$ cat src/rtl/polyphase_output_quantiser_if.sv
// AXI-Stream style sample channel used on both sides of the output quantiser.
// The master drives data, valid and last; the slave returns ready.
interface polyphase_output_quantiser_if #(
  parameter int WIDTH = 16
);
  logic [WIDTH-1:0] tdata;
  logic             tvalid;
  logic             tlast;
  logic             tready;

  modport master (output tdata, output tvalid, output tlast, input tready);
  modport slave  (input tdata, input tvalid, input tlast, output tready);
endinterface

$ cat src/rtl/polyphase_output_quantiser.sv
// Rounds, shifts and saturates wide polyphase filter samples to output width over a
// two-stage valid/ready pipeline, and keeps saturation and frame-length statistics.
module polyphase_output_quantiser #(
  parameter int DATA_IN_WIDTH  = 16,
  parameter int DATA_OUT_WIDTH = 12,
  parameter int SHIFT          = 4,
  parameter int FRAME_LEN      = 0,
  parameter int COUNT_WIDTH    = 16
) (
  input  logic                               clock,
  input  logic                               reset,
  polyphase_output_quantiser_if.slave        data_in,
  polyphase_output_quantiser_if.master       data_out,
  input  logic                               clear_stats,
  output logic [COUNT_WIDTH-1:0]             sat_count,
  output logic [COUNT_WIDTH-1:0]             frame_count,
  output logic                               sat_flag,
  output logic                               length_error
);

  // One guard bit so that adding the rounding constant can never overflow.
  localparam int RW = DATA_IN_WIDTH + 1;
  localparam int OW = DATA_OUT_WIDTH;
  localparam int ROUND_POS = (SHIFT > 0) ? SHIFT - 1 : 0;
  localparam logic [RW-1:0] ROUND_C =
    (SHIFT > 0) ? ({{(RW-1){1'b0}}, 1'b1} << ROUND_POS) : {RW{1'b0}};
  localparam logic [COUNT_WIDTH-1:0] LAST_IDX_C =
    COUNT_WIDTH'((FRAME_LEN > 0) ? FRAME_LEN - 1 : 0);
  localparam bit LEN_CHECK_C = (FRAME_LEN != 0);

  // Returns {sat, q}: q clamped to the signed OW-bit range, sat set when clamping occurred.
  function automatic logic [OW:0] sat_fn(input logic [RW-1:0] v);
    logic [RW-OW:0] top;
    top = v[RW-1:OW-1];
    if ((top == {(RW-OW+1){1'b0}}) || (top == {(RW-OW+1){1'b1}})) begin
      sat_fn = {1'b0, v[OW-1:0]};
    end else if (v[RW-1]) begin
      sat_fn = {1'b1, 1'b1, {(OW-1){1'b0}}};
    end else begin
      sat_fn = {1'b1, 1'b0, {(OW-1){1'b1}}};
    end
  endfunction

  logic                   s1_valid_r, s1_last_r;
  logic [RW-1:0]          s1_data_r;
  logic                   s2_valid_r, s2_last_r, s2_sat_r;
  logic [OW-1:0]          s2_data_r;
  logic [COUNT_WIDTH-1:0] beat_idx_r;

  logic                   s2_load_s, in_ready_s, s1_accept_s, beat_s, len_bad_s;
  logic [RW-1:0]          rounded_s;
  logic signed [RW-1:0]   shifted_s;
  logic [OW:0]            sat_res_s;

  // Handshake, datapath arithmetic and frame-length judgement for the current beat.
  always_comb begin
    s2_load_s   = s1_valid_r & (~s2_valid_r | data_out.tready);
    in_ready_s  = ~reset & (~s1_valid_r | s2_load_s);
    s1_accept_s = data_in.tvalid & in_ready_s;
    rounded_s   = {data_in.tdata[DATA_IN_WIDTH-1], data_in.tdata} + ROUND_C;
    shifted_s   = $signed(s1_data_r) >>> SHIFT;
    sat_res_s   = sat_fn(shifted_s);
    beat_s      = s2_valid_r & data_out.tready;
    len_bad_s   = 1'b0;
    if (LEN_CHECK_C) begin
      if (s2_last_r) begin
        len_bad_s = (beat_idx_r != LAST_IDX_C);
      end else begin
        len_bad_s = (beat_idx_r == LAST_IDX_C);
      end
    end else begin
      len_bad_s = 1'b0;
    end
  end

  assign data_in.tready  = in_ready_s;
  assign data_out.tdata  = s2_data_r;
  assign data_out.tvalid = s2_valid_r;
  assign data_out.tlast  = s2_last_r;

  // Two-stage pipeline: S1 holds the rounded sample, S2 the saturated output beat.
  always_ff @(posedge clock) begin
    if (reset) begin
      s1_valid_r <= 1'b0;
      s1_last_r  <= 1'b0;
      s1_data_r  <= {RW{1'b0}};
      s2_valid_r <= 1'b0;
      s2_last_r  <= 1'b0;
      s2_sat_r   <= 1'b0;
      s2_data_r  <= {OW{1'b0}};
    end else begin
      if (s1_accept_s) begin
        s1_valid_r <= 1'b1;
        s1_data_r  <= rounded_s;
        s1_last_r  <= data_in.tlast;
      end else if (s2_load_s) begin
        s1_valid_r <= 1'b0;
      end
      if (s2_load_s) begin
        s2_valid_r <= 1'b1;
        s2_data_r  <= sat_res_s[OW-1:0];
        s2_sat_r   <= sat_res_s[OW];
        s2_last_r  <= s1_last_r;
      end else if (data_out.tready) begin
        s2_valid_r <= 1'b0;
      end
    end
  end

  // Per-beat statistics; a clear beats a coincident output beat, beat_idx keeps framing.
  always_ff @(posedge clock) begin
    if (reset) begin
      beat_idx_r   <= {COUNT_WIDTH{1'b0}};
      sat_count    <= {COUNT_WIDTH{1'b0}};
      frame_count  <= {COUNT_WIDTH{1'b0}};
      sat_flag     <= 1'b0;
      length_error <= 1'b0;
    end else begin
      if (beat_s) begin
        beat_idx_r <= s2_last_r ? {COUNT_WIDTH{1'b0}} : beat_idx_r + COUNT_WIDTH'(1);
      end
      if (clear_stats) begin
        sat_count    <= {COUNT_WIDTH{1'b0}};
        frame_count  <= {COUNT_WIDTH{1'b0}};
        sat_flag     <= 1'b0;
        length_error <= 1'b0;
      end else if (beat_s) begin
        if (s2_sat_r && (sat_count != {COUNT_WIDTH{1'b1}})) begin
          sat_count <= sat_count + COUNT_WIDTH'(1);
        end
        sat_flag <= sat_flag | s2_sat_r;
        if (s2_last_r) begin
          frame_count <= frame_count + COUNT_WIDTH'(1);
        end
        if (len_bad_s) begin
          length_error <= 1'b1;
        end
      end
    end
  end

endmodule

$ cat src/flat_wrapper.sv
// flat-port wrapper written by rule: the top's interface ports become plain ports
module polyphase_output_quantiser_flat 
#(
  parameter int DATA_IN_WIDTH  = 16,
  parameter int DATA_OUT_WIDTH = 12,
  parameter int SHIFT          = 4,
  parameter int FRAME_LEN      = 0,
  parameter int COUNT_WIDTH    = 16
)
  (clock, reset, clear_stats, sat_count, frame_count, sat_flag, length_error, data_in_tdata, data_in_tvalid, data_in_tlast, data_in_tready, data_out_tdata, data_out_tvalid, data_out_tlast, data_out_tready);
  polyphase_output_quantiser_if #(.WIDTH(16)) data_in_i ();
  polyphase_output_quantiser_if #(.WIDTH(12)) data_out_i ();
  input  logic clock;
  input  logic reset;
  input  logic clear_stats;
  output logic [COUNT_WIDTH-1:0] sat_count;
  output logic [COUNT_WIDTH-1:0] frame_count;
  output logic sat_flag;
  output logic length_error;
  input wire logic [$bits(data_in_i.tdata)-1:0] data_in_tdata;
  input wire logic [$bits(data_in_i.tvalid)-1:0] data_in_tvalid;
  input wire logic [$bits(data_in_i.tlast)-1:0] data_in_tlast;
  output wire logic [$bits(data_in_i.tready)-1:0] data_in_tready;
  output wire logic [$bits(data_out_i.tdata)-1:0] data_out_tdata;
  output wire logic [$bits(data_out_i.tvalid)-1:0] data_out_tvalid;
  output wire logic [$bits(data_out_i.tlast)-1:0] data_out_tlast;
  input wire logic [$bits(data_out_i.tready)-1:0] data_out_tready;
  assign data_in_i.tdata = data_in_tdata;
  assign data_in_i.tvalid = data_in_tvalid;
  assign data_in_i.tlast = data_in_tlast;
  assign data_in_tready = data_in_i.tready;
  assign data_out_tdata = data_out_i.tdata;
  assign data_out_tvalid = data_out_i.tvalid;
  assign data_out_tlast = data_out_i.tlast;
  assign data_out_i.tready = data_out_tready;
  polyphase_output_quantiser #(.DATA_IN_WIDTH(DATA_IN_WIDTH), .DATA_OUT_WIDTH(DATA_OUT_WIDTH), .SHIFT(SHIFT), .FRAME_LEN(FRAME_LEN), .COUNT_WIDTH(COUNT_WIDTH)) u_core (.clock(clock), .reset(reset), .data_in(data_in_i), .data_out(data_out_i), .clear_stats(clear_stats), .sat_count(sat_count), .frame_count(frame_count), .sat_flag(sat_flag), .length_error(length_error));
endmodule
$ cat config.mk
export PLATFORM = sky130hd
export DESIGN_NAME = polyphase_output_quantiser_flat
export DESIGN_NICKNAME = d
export VERILOG_FILES = /design/src/rtl/polyphase_output_quantiser_if.sv /design/src/rtl/polyphase_output_quantiser.sv /design/src/flat_wrapper.sv
export SDC_FILE = /design/constraint.sdc
export NUM_CORES = 1
export LEC_CHECK = 0
export CAP_MARGIN = 20
export CELL_PAD_IN_SITES_DETAIL_PLACEMENT = 0
export CELL_PAD_IN_SITES_GLOBAL_PLACEMENT = 1
export CORE_ASPECT_RATIO = 1.25
export CORE_MARGIN = 2
export CORE_UTILIZATION = 30
export CTS_CLUSTER_DIAMETER = 80
export CTS_CLUSTER_SIZE = 8
export DETAILED_ROUTE_END_ITERATION = 10
export PLACE_DENSITY_LB_ADDON = 0.12
export SLEW_MARGIN = 10
export SYNTH_ARGS = -nofsm -noshare
export SYNTH_HDL_FRONTEND = slang
export SYNTH_SLANG_ARGS = --single-unit
$ cat constraint.sdc
create_clock -name clock -period 1.8 [get_ports clock]
set_input_delay 0.45 -clock clock [delete_from_list [all_inputs] [get_ports clock]]
set_output_delay 0.45 -clock clock [all_outputs]
set_load 0.02 [all_outputs]
---- After elaboration in Yosys (flattened, before gate mapping) ----
Cells that the tools add are included.
storage, ports and cells
  output and inout bits ................... 49
  word-level logic and storage cells ...... 39
  register bits ........................... 67
  input port bits ......................... 22
operators by class
  reduce and logical (&&, ||, !) cells .... 8
  bitwise logic cells ..................... 10
  muxes and demuxes ....................... 6
  equal/unequal tests ..................... 2
  $add $sub $neg .......................... 3
operator list
  cell                   count
  $add 16x1->16 const B  2
  $add 16x5->17 const B  1
  $ne 16x16->1 const B   1
  $mux 13                1
  $mux 12                1
  $eq 6x6->1 const B     1
  $logic_not 6->1        1
  $and 1x1->1            4
  $mux 1                 4
  $reduce_and 2->1       2
  $reduce_bool 2->1      2
  $not 1->1              3
  $or 1x1->1             3
  $reduce_or 2->1        1
  $logic_and 1x1->1      1
  $logic_or 1x1->1       1

---- Logic depth before layout (Yosys ltp) ----
Gate-level depths: netlist (run 1).
  depth after elaboration ................. 7
  mapped depth ............................ 6
  gate-level depth less buffers ........... 5

---- Worst setup path after synthesis (run 1) ----
OpenSTA, ideal clock, no wires.
  path kind ............................... register to register
  start point ............................. reg u_core.s2_valid_r, in the netlist u_core.data_out.tvalid
  end point ............................... reg u_core.sat_count[15]
  setup slack ............................. -0.229 ns
  cell stages (with the launch flop) ...... 6
  path buffers ............................ 1
  data arrival time ....................... 1.959 ns
  setup time .............................. 0.070 ns
  required time ........................... 1.730 ns
  period minus slack after synthesis ...... 2.029 ns
  cells stage by stage .................... dfxtp_1 nand3_2 or4_1 buf_2 or4_1 a21oi_1
between the ends
  longest elaborated chain between the ends .. 2
RTL lines
  element                            RTL line                           RTL
  from (decl)                        polyphase_output_quantiser.sv:46   logic s2_valid_r, s2_last_r, s2_sat_r;
  from (signal assigned)             polyphase_output_quantiser.sv:87   s2_valid_r <= 1'b0;
  from (signal assigned)             polyphase_output_quantiser.sv:100  s2_valid_r <= 1'b1;
  from (signal assigned)             polyphase_output_quantiser.sv:105  s2_valid_r <= 1'b0;
  $and 1x1->1                        polyphase_output_quantiser.sv:63   beat_s = s2_valid_r & data_out.tready;
  $reduce_and 2->1 (no source line)  -
  to (signal assigned)               polyphase_output_quantiser.sv:114  sat_count <= {COUNT_WIDTH{1'b0}};
  to (signal assigned)               polyphase_output_quantiser.sv:123  sat_count <= {COUNT_WIDTH{1'b0}};
  to (signal assigned)               polyphase_output_quantiser.sv:129  sat_count <= sat_count + COUNT_WIDTH'(1);
  to (decl)                          polyphase_output_quantiser.sv:15   output logic [COUNT_WIDTH-1:0] sat_count,
No other way between the ends.
A chain may end at the register's enable or synchronous reset.

---- Worst setup path in the final report (run 1) ----
  start point ............................. reg u_core.s2_valid_r, in the netlist u_core.data_out.tvalid
  end point ............................... reg u_core.sat_count[5]
Same word-level chain as after synthesis.

==> flow_summary.yaml, run 1 <==
routing:
  wirelength_mm: 7.72
  detailedRoute.firstPassIterationCount: 4
  post_drt_via_cell_ratio: 4.89
  postRouteAntennaNets: 0
  route.vias.total: 2931
  wire_per_inst_um: 12.9
  drc_errors: 0
  drtIter0Drc: 89
cts:
  htree_levels: 3
  clk_latency_ns: 0.33
  clock_sink_count: 63
  cts-buffers-inserted: 9
  cts_tree: "done"
  clock_path_buffers: 2
  clock_tree.root_cell: "sky130_fd_sc_hd__clkbuf_16"
  cts.hold.buffers_added: 0
  cts.clk_slew.worst_paths_ns: 0.05
synthesis:
  synth_compound_area_frac: 0.121
  synth_edf_count: 0
  post_synthesis_xor_xnor_area_fraction: 0.0638
  adder_cell_area_share_of_the_yosys_netlist: 0.0207
  synth-simple-area-share: 0.320
  post_synth_inst_count: 359
  synth-main-ff-cell: "sky130_fd_sc_hd__dfxtp_1"
  netlist-cell-type-count: 46
  yosys-mux-area-fraction: 0.00663
  synth-async-reset-ratio: 0
  ys_seq_elements: 63
  yosys_warnings: 0
  synth.yosys.seq_area_share: 0.418
  netlist_area_before_placement_sq_um: 3020
  syn_nets: 386
  synth_area_per_cell_sq_um: 8.41
  main_combinational_cell_family_by_area_after_synthesis: "simple AND/OR/NAND/NOR gates"
critical_path:
  worst-setup-path-type: "reg -> reg"
  end_kind: "flop"
  crit_path_frequent_cell: "sky130_fd_sc_hd__buf_4"
  cp_data_required_time_ns: 2.07
  worst-r2r-setup-slack_ns: -0.007
  cp_max_fo: 6
  timing.critical_path.slowest_stage_cell: "sky130_fd_sc_hd__or3_2"
  arrival_ns: 2.08
  longest_individual_stage_delay_on_the_worst_path_ns: 0.45
  critPathLaunch: "u_core.data_out.tvalid$_SDFFE_PP0P_"
  cp-start-kind: "flop"
  cp_cell_sequence: "buf_6, nand3_4, buf_4, buf_4, or3_2, or4_1, nand2_1"
  crit-reg2reg-launch: "u_core.data_out.tvalid$_SDFFE_PP0P_"
sta:
  post-route-worst-setup-slack_ns: -0.00707
  final_count_of_hold_timing_violations: 0
  finalCriticalPeriod_ns: 1.81
  fmax_mhz: 553
  timing.setup.tns_ns: -0.0115
  setup_failing_eps_final: 2
  drv_slew: 0
  unrepaired_setup_endpoints_after_global_routing: "yes"
  post-route-period-util: 1.00
  fin_skew_ns: 0.00305
grt:
  grt_max_degree: 35
  grt_pass1_wl_mm: 12.8
  grt_pass1_vias: 2748
  antenna_found_initial: 0
  grt_usage: 0.150
  grt_overflow_total: 0
power:
  totalPowerFinal_mw: 3.48
  power_per_cell_area_nw_per_um2: 776
  peakVddDrop_v: 0.000346
  p_leak_nw: 1.83
layout:
  antenna_cells: 0
  area_delta_synth_final_pct: 48.4
  finalNetCount: 496
  fillers: 1015
  post_route_cells_drive_above_1_share: 0.211
floorplan:
  die-height_um: 116
  die_area_sq_um: 10900
  pin_count: 71
  placement_rows: 40
  core_area_sq_um: 9710
  die-width_um: 93.7
  starting_density_of_the_core: 0.311
place:
  gpl.final_weighted_congestion: 0.719
  dpl.hpwl_mm: 5.77
  numPortBuffers: 66
flow_run:
  max_cap_viol_count: 0
min_path:
  hold_path_class: "reg -> reg"
  hold_path.startpoint: "u_core.data_out.tdata[9]$_SDFFE_PP0P_"
status:
  outcome: "finished with violations"
  violations: "negative setup slack"
## placed cells by master, fill, tap and decap left out, drive strengths merged, types with 3 or more instances in the layout
master / instances
nor3: 16
xnor2: 15
nand3: 20
nand2: 32
or4: 6
clkdlybuf4s50: 38
inv: 8
dlymetal6s2s: 6
nor4: 3
dlygate4sd2: 20
o21ai: 19
and4: 7
nand2b: 6
and2: 3
nand3b: 15
xor2: 7
buf: 54
o211ai: 3
and3: 6
nor2: 34
a31oi: 3
or3: 10
clkbuf: 14
a211oi: 7
nand4: 13
ha: 5
a21oi: 20
dfxtp: 63
o31ai: 3
## timing repair
| action | 4_1_cts | 5_1_grt |
|---|---|---|
| pin swaps | 0 | 3 |
| buffers inserted | 0 | 2 |
| gates cloned | 0 | 0 |
| endpoints found under the setup margin | 27 | 28 |
| resized for setup | 28 | 17 |
## layer usage
metal  GRT usage  vias to the layer above  routed length, um
met3      0.0400                        8                311
met4      0.0725                        0                132
met1       0.173                     1353               3350
li1            -                     1519                  -
met2       0.258                       51               3920
met5           0                        -                  0
## logic make-up after synthesis
kind of cell             count (synthesis)
AND/OR/NAND/NOR                        177
flip-flops                              63
AO/OA/AOI/OAI                           61
buffers and inverters                   28
XOR/XNOR                                22
adder cells (fa/ha/maj)                  5
multiplexers                             2
other                                    1
## Yosys cell counts (2+ instances only)
master | n | area (sq um)
sky130_fd_sc_hd__a211oi_1 | 7 | 52.6
sky130_fd_sc_hd__a21oi_1 | 20 | 100
sky130_fd_sc_hd__a31oi_1 | 3 | 18.8
sky130_fd_sc_hd__a41o_1 | 2 | 20.0
sky130_fd_sc_hd__and2_1 | 3 | 18.8
sky130_fd_sc_hd__and3_1 | 4 | 25.0
sky130_fd_sc_hd__and3_2 | 2 | 15.0
sky130_fd_sc_hd__and4_1 | 6 | 52.6
sky130_fd_sc_hd__and4b_1 | 2 | 20.0
sky130_fd_sc_hd__buf_6 | 3 | 33.8
sky130_fd_sc_hd__clkbuf_1 | 14 | 52.6
sky130_fd_sc_hd__dfxtp_1 | 63 | 1260
sky130_fd_sc_hd__ha_1 | 5 | 62.6
sky130_fd_sc_hd__inv_1 | 8 | 30.0
sky130_fd_sc_hd__mux2i_1 | 2 | 20.0
sky130_fd_sc_hd__nand2_1 | 32 | 120
sky130_fd_sc_hd__nand2b_1 | 6 | 37.5
sky130_fd_sc_hd__nand3_1 | 19 | 95.1
sky130_fd_sc_hd__nand3b_1 | 15 | 113
sky130_fd_sc_hd__nand4_1 | 13 | 81.3
sky130_fd_sc_hd__nor2_1 | 34 | 128
sky130_fd_sc_hd__nor3_1 | 16 | 80.1
sky130_fd_sc_hd__nor4_1 | 3 | 18.8
sky130_fd_sc_hd__o211ai_1 | 3 | 22.5
sky130_fd_sc_hd__o21ai_0 | 19 | 95.1
sky130_fd_sc_hd__o31ai_1 | 3 | 22.5
sky130_fd_sc_hd__or3_1 | 7 | 43.8
sky130_fd_sc_hd__or3_2 | 3 | 22.5
sky130_fd_sc_hd__or4_1 | 5 | 37.5
sky130_fd_sc_hd__xnor2_1 | 15 | 131
sky130_fd_sc_hd__xor2_1 | 7 | 61.3
## critical path, delay by kind of cell (launching register included)
| kind | cells | cell delay (ns) |
|---|---|---|
| AND/OR/NAND/NOR | 4 | 1.03 |
| buffers and inverters | 3 | 0.38 |
| flip-flops | 1 | 0.35 |
## state kept, by name, summed over array words and instances (netlist names)
| name | count |
|---|---|
| u_core.s1_data_r | 13 |
| u_core.sat_flag | 1 |
| u_core.frame_count | 16 |
| u_core.s1_valid_r | 1 |
| u_core.s2_sat_r | 1 |
| u_core.sat_count | 16 |
| u_core.s1_last_r | 1 |
| u_core.data_out.tvalid | 1 |
| u_core.data_out.tdata | 12 |
| u_core.data_out.tlast | 1 |
## worst paths after layout
kind	endpoint	cells past startpoint
worst max-delay path	u_core.sat_count[5]$_SDFFE_PP0P_	7
worst min-delay path	u_core.data_out.tdata[9]$_SDFFE_PP0P_	2
worst max register to register	u_core.sat_count[5]$_SDFFE_PP0P_	7
worst min register to register	u_core.data_out.tdata[9]$_SDFFE_PP0P_	2
## final cells by class
class | instances | area [sq um] | share of cell area
timing repair buffer | 119 | 1070 | 0.239
multi-input combinational | 268 | 1660 | 0.370
clock inverter | 3 | 17.5 | 0.00391
clock buffer | 13 | 270 | 0.0603
tap | 126 | 158 | 0.0352
inverter | 8 | 30.0 | 0.00670
sequential | 63 | 1280 | 0.285
## power by group
| part | internal [mW] | total [mW] | switching (mW) |
|---|---|---|---|
| Sequential | 1.44 | 1.47 | 0.0280 |
| Clock | 1.04 | 1.63 | 0.595 |
| Combinational | 0.188 | 0.372 | 0.185 |
| Total | 2.67 | 3.48 | 0.808 |
## per-stage QoR
| step | utilization | cells | hold WS, ns | instance area [sq um] | setup WS [ns] |
|---|---|---|---|---|---|
| 2_1_floorplan | - | 359 | 0.432 | 3050 | -0.0415 |
| 3_3_place_gp | 0.428 | 582 | 0.446 | 4160 | -0.683 |
| 3_5_place_dp | 0.428 | 582 | 0.448 | 4160 | -0.706 |
| 4_1_cts | 0.456 | 598 | 0.450 | 4420 | 0.00162 |
| 5_1_grt | 0.462 | 600 | 0.462 | 4480 | -0.0579 |
| 6_report | 0.462 | 600 | 0.447 | 4480 | -0.00707 |
Power figures use the tool's default switching activity.
==> inputs of run 2 (changes only) <==
Settings changed: HOLD_SLACK_MARGIN from default to 0.1, REMOVE_ABC_BUFFERS from default to 1.
Clock period 1.8 ns to 2 ns, I/O delays scaled along.
==> run 2 against run 1 <==
The flow now finishes without violations. Sequential share of layout area increased by 0.35 points. Total power decreased by 8.8%. Non-clock buffer count decreased by 10. Clock power decreased by 7%. Sequential power decreased by 9.5%. Via count decreased by 1.6%. Final cell count decreased by 1.7%. Count of clock-buffer cells in the layout unchanged. Critical endpoint is now sat_count[6].
==> flow_summary.yaml, run 2 (synthesized netlist as in run 1, its figures left out) <==
status:
  outcome: "complete, no violations"
min_path:
  hold_path_class: "reg -> reg"
cts:
  clock_path_buffers: 2
  htree_levels: 3
  clk_latency_ns: 0.33
  cts_tree: "done"
  clock_sink_count: 63
  cts-buffers-inserted: 9
  clock_tree.root_cell: "sky130_fd_sc_hd__clkbuf_16"
  cts.clk_slew.worst_paths_ns: 0.05
floorplan:
  core_area_sq_um: 9710
  die_area_sq_um: 10900
  die-height_um: 116
  placement_rows: 40
  starting_density_of_the_core: 0.311
  die-width_um: 93.7
  pin_count: 71
critical_path:
  cp_data_required_time_ns: 1.50
  end_kind: "output port"
  arrival_ns: 1.41
  critPathLaunch: "u_core.sat_count[6]$_SDFFE_PP0P_"
  critPathCapture: "sat_count[6]"
  cp_max_fo: 5
  crit-reg2reg-launch: "u_core.data_out.tvalid$_SDFFE_PP0P_"
  worst-setup-path-type: "reg -> out"
  timing.critical_path.slowest_stage_cell: "sky130_fd_sc_hd__clkdlybuf4s50_1"
  reg2reg_depth: 6
  timing.rr.end: "u_core.sat_count[7]$_SDFFE_PP0P_"
  cp-start-kind: "flop"
  longest_individual_stage_delay_on_the_worst_path_ns: 0.61
  cp_cell_sequence: "buf_4, clkdlybuf4s50_1"
  worst-r2r-setup-slack_ns: 0.13
layout:
  design_area_sq_um: 4370
  fillers: 988
  area_delta_synth_final_pct: 44.8
  commonest_non_fill_non_tap_cells_in_the_layout: "sky130_fd_sc_hd__clkdlybuf4s50_1 (63), sky130_fd_sc_hd__dfxtp_1 (63), sky130_fd_sc_hd__buf_4 (40)"
  layout_top_registers: "u_core.frame_count (16), u_core.sat_count (16), u_core.s1_data_r (13)"
  antenna_cells: 0
  post_route_cells_drive_above_1_share: 0.151
  finalNetCount: 486
power:
  power_frac_clock: 0.477
  sequential_cell_fraction_of_total_power: 0.418
  power.share.switching: 0.223
  total_switching_power_mw: 0.708
  power_per_cell_area_nw_per_um2: 726
  cellInternalPower_mw: 2.46
  peakVddDrop_v: 0.000324
  p_leak_nw: 1.58
  combPwrFrac: 0.105
sta:
  post-route-period-util: 0.957
  unrepaired_setup_endpoints_after_global_routing: "no"
  setup_failing_eps_final: 0
  final_count_of_hold_timing_violations: 0
  drv_slew: 0
  fmax_mhz: 522
  fin_skew_ns: 0.00602
  timing.setup.tns_ns: 0
  finalCriticalPeriod_ns: 1.91
routing:
  wire_per_inst_um: 12.9
  drtIter0Drc: 87
  detailedRoute.firstPassIterationCount: 6
  drc_errors: 0
  route.vias.total: 2885
  post_drt_via_cell_ratio: 4.89
  postRouteAntennaNets: 0
  wirelength_mm: 7.63
grt:
  grt_usage: 0.150
  grt_pass1_wl_mm: 12.8
  grt_pass1_vias: 2777
  antenna_found_initial: 0
  grt_overflow_total: 0
  grt_max_degree: 22
place:
  dpl-instance-area_sq_um: 4070
  dpl.hpwl_mm: 5.82
  numPortBuffers: 66
  gpl.final_weighted_congestion: 0.752
flow_run:
  max_cap_viol_count: 0
-- run 2: repair_timing --
| action | in CTS | in global routing |
|---|---|---|
| hold buffers | 0 | 0 |
| endpoints found under the setup margin | 7 | 3 |
| resized for setup | 8 | 4 |
| setup buffers | 0 | 0 |
-- run 2: area by class of cell --
cell class	count	area, sq um	area share
Clock buffer	13	250	0.0572
Clock inverter	3	42.5	0.00973
Inverter	8	30.0	0.00687
Multi-Input combinational cell	268	1630	0.372
Sequential cell	63	1260	0.288
Tap cell	126	158	0.0361
Timing Repair Buffer	109	1010	0.230
-- run 2: how the worst min path moves through the flow --
stage | from | endpoint | slack, ns | cells after the start
final | u_core.data_out.tdata[8]$_SDFFE_PP0P_ | u_core.data_out.tdata[8]$_SDFFE_PP0P_ | 0.45 | 2
after global routing | u_core.s1_last_r$_SDFFE_PP0P_ | u_core.data_out.tlast$_SDFFE_PP0P_ | 0.48 | 2
after CTS | u_core.s1_last_r$_SDFFE_PP0P_ | u_core.data_out.tlast$_SDFFE_PP0P_ | 0.46 | 2
after detailed placement | u_core.s1_last_r$_SDFFE_PP0P_ | u_core.data_out.tlast$_SDFFE_PP0P_ | 0.45 | 2
after global placement | u_core.s1_last_r$_SDFFE_PP0P_ | u_core.data_out.tlast$_SDFFE_PP0P_ | 0.44 | 2
after floorplan | u_core.s1_last_r$_SDFFE_PP0P_ | u_core.data_out.tlast$_SDFFE_PP0P_ | 0.43 | 2
-- run 2: worst max-delay path, delay by kind of cell, from the launching register on --
kind / cells / cell delay (ns)
buffers and inverters: 2 / 0.75
flip-flops: 1 / 0.34
-- run 2: per-stage QoR --
| step | power, mW | hold slack [ns] | setup WS, ns | instances | util |
|---|---|---|---|---|---|
| after CTS | 3.24 | 0.457 | 0.0225 | 590 | 0.450 |
| after global placement | 1.69 | 0.443 | -0.609 | 574 | 0.419 |
| after global routing | 3.32 | 0.478 | 0.0125 | 590 | 0.450 |
| after detailed placement | 1.69 | 0.448 | -0.608 | 574 | 0.419 |
| final | 3.17 | 0.455 | 0.0852 | 590 | 0.450 |
| after floorplan | 1.50 | 0.426 | -0.00770 | 339 | - |
-- run 2: layer usage --
layer  routed length (um)  up-vias  track usage
li1                     -     1492            -
met1                 3330     1326        0.177
met2                 3820       58        0.256
met3                  365        9       0.0361
met4                  117        0       0.0696
met5                    0        -            0
-- run 2: power by group through the flow --
stage | Clock, mW | Sequential, mW | Combinational, mW
6_report | 1.51 | 1.33 | 0.333
5_1_grt | 1.62 | 1.33 | 0.369
4_1_cts | 1.57 | 1.33 | 0.339
3_5_place_dp | 0 | 1.35 | 0.336
3_3_place_gp | 0 | 1.35 | 0.334
2_1_floorplan | 0 | 1.37 | 0.125
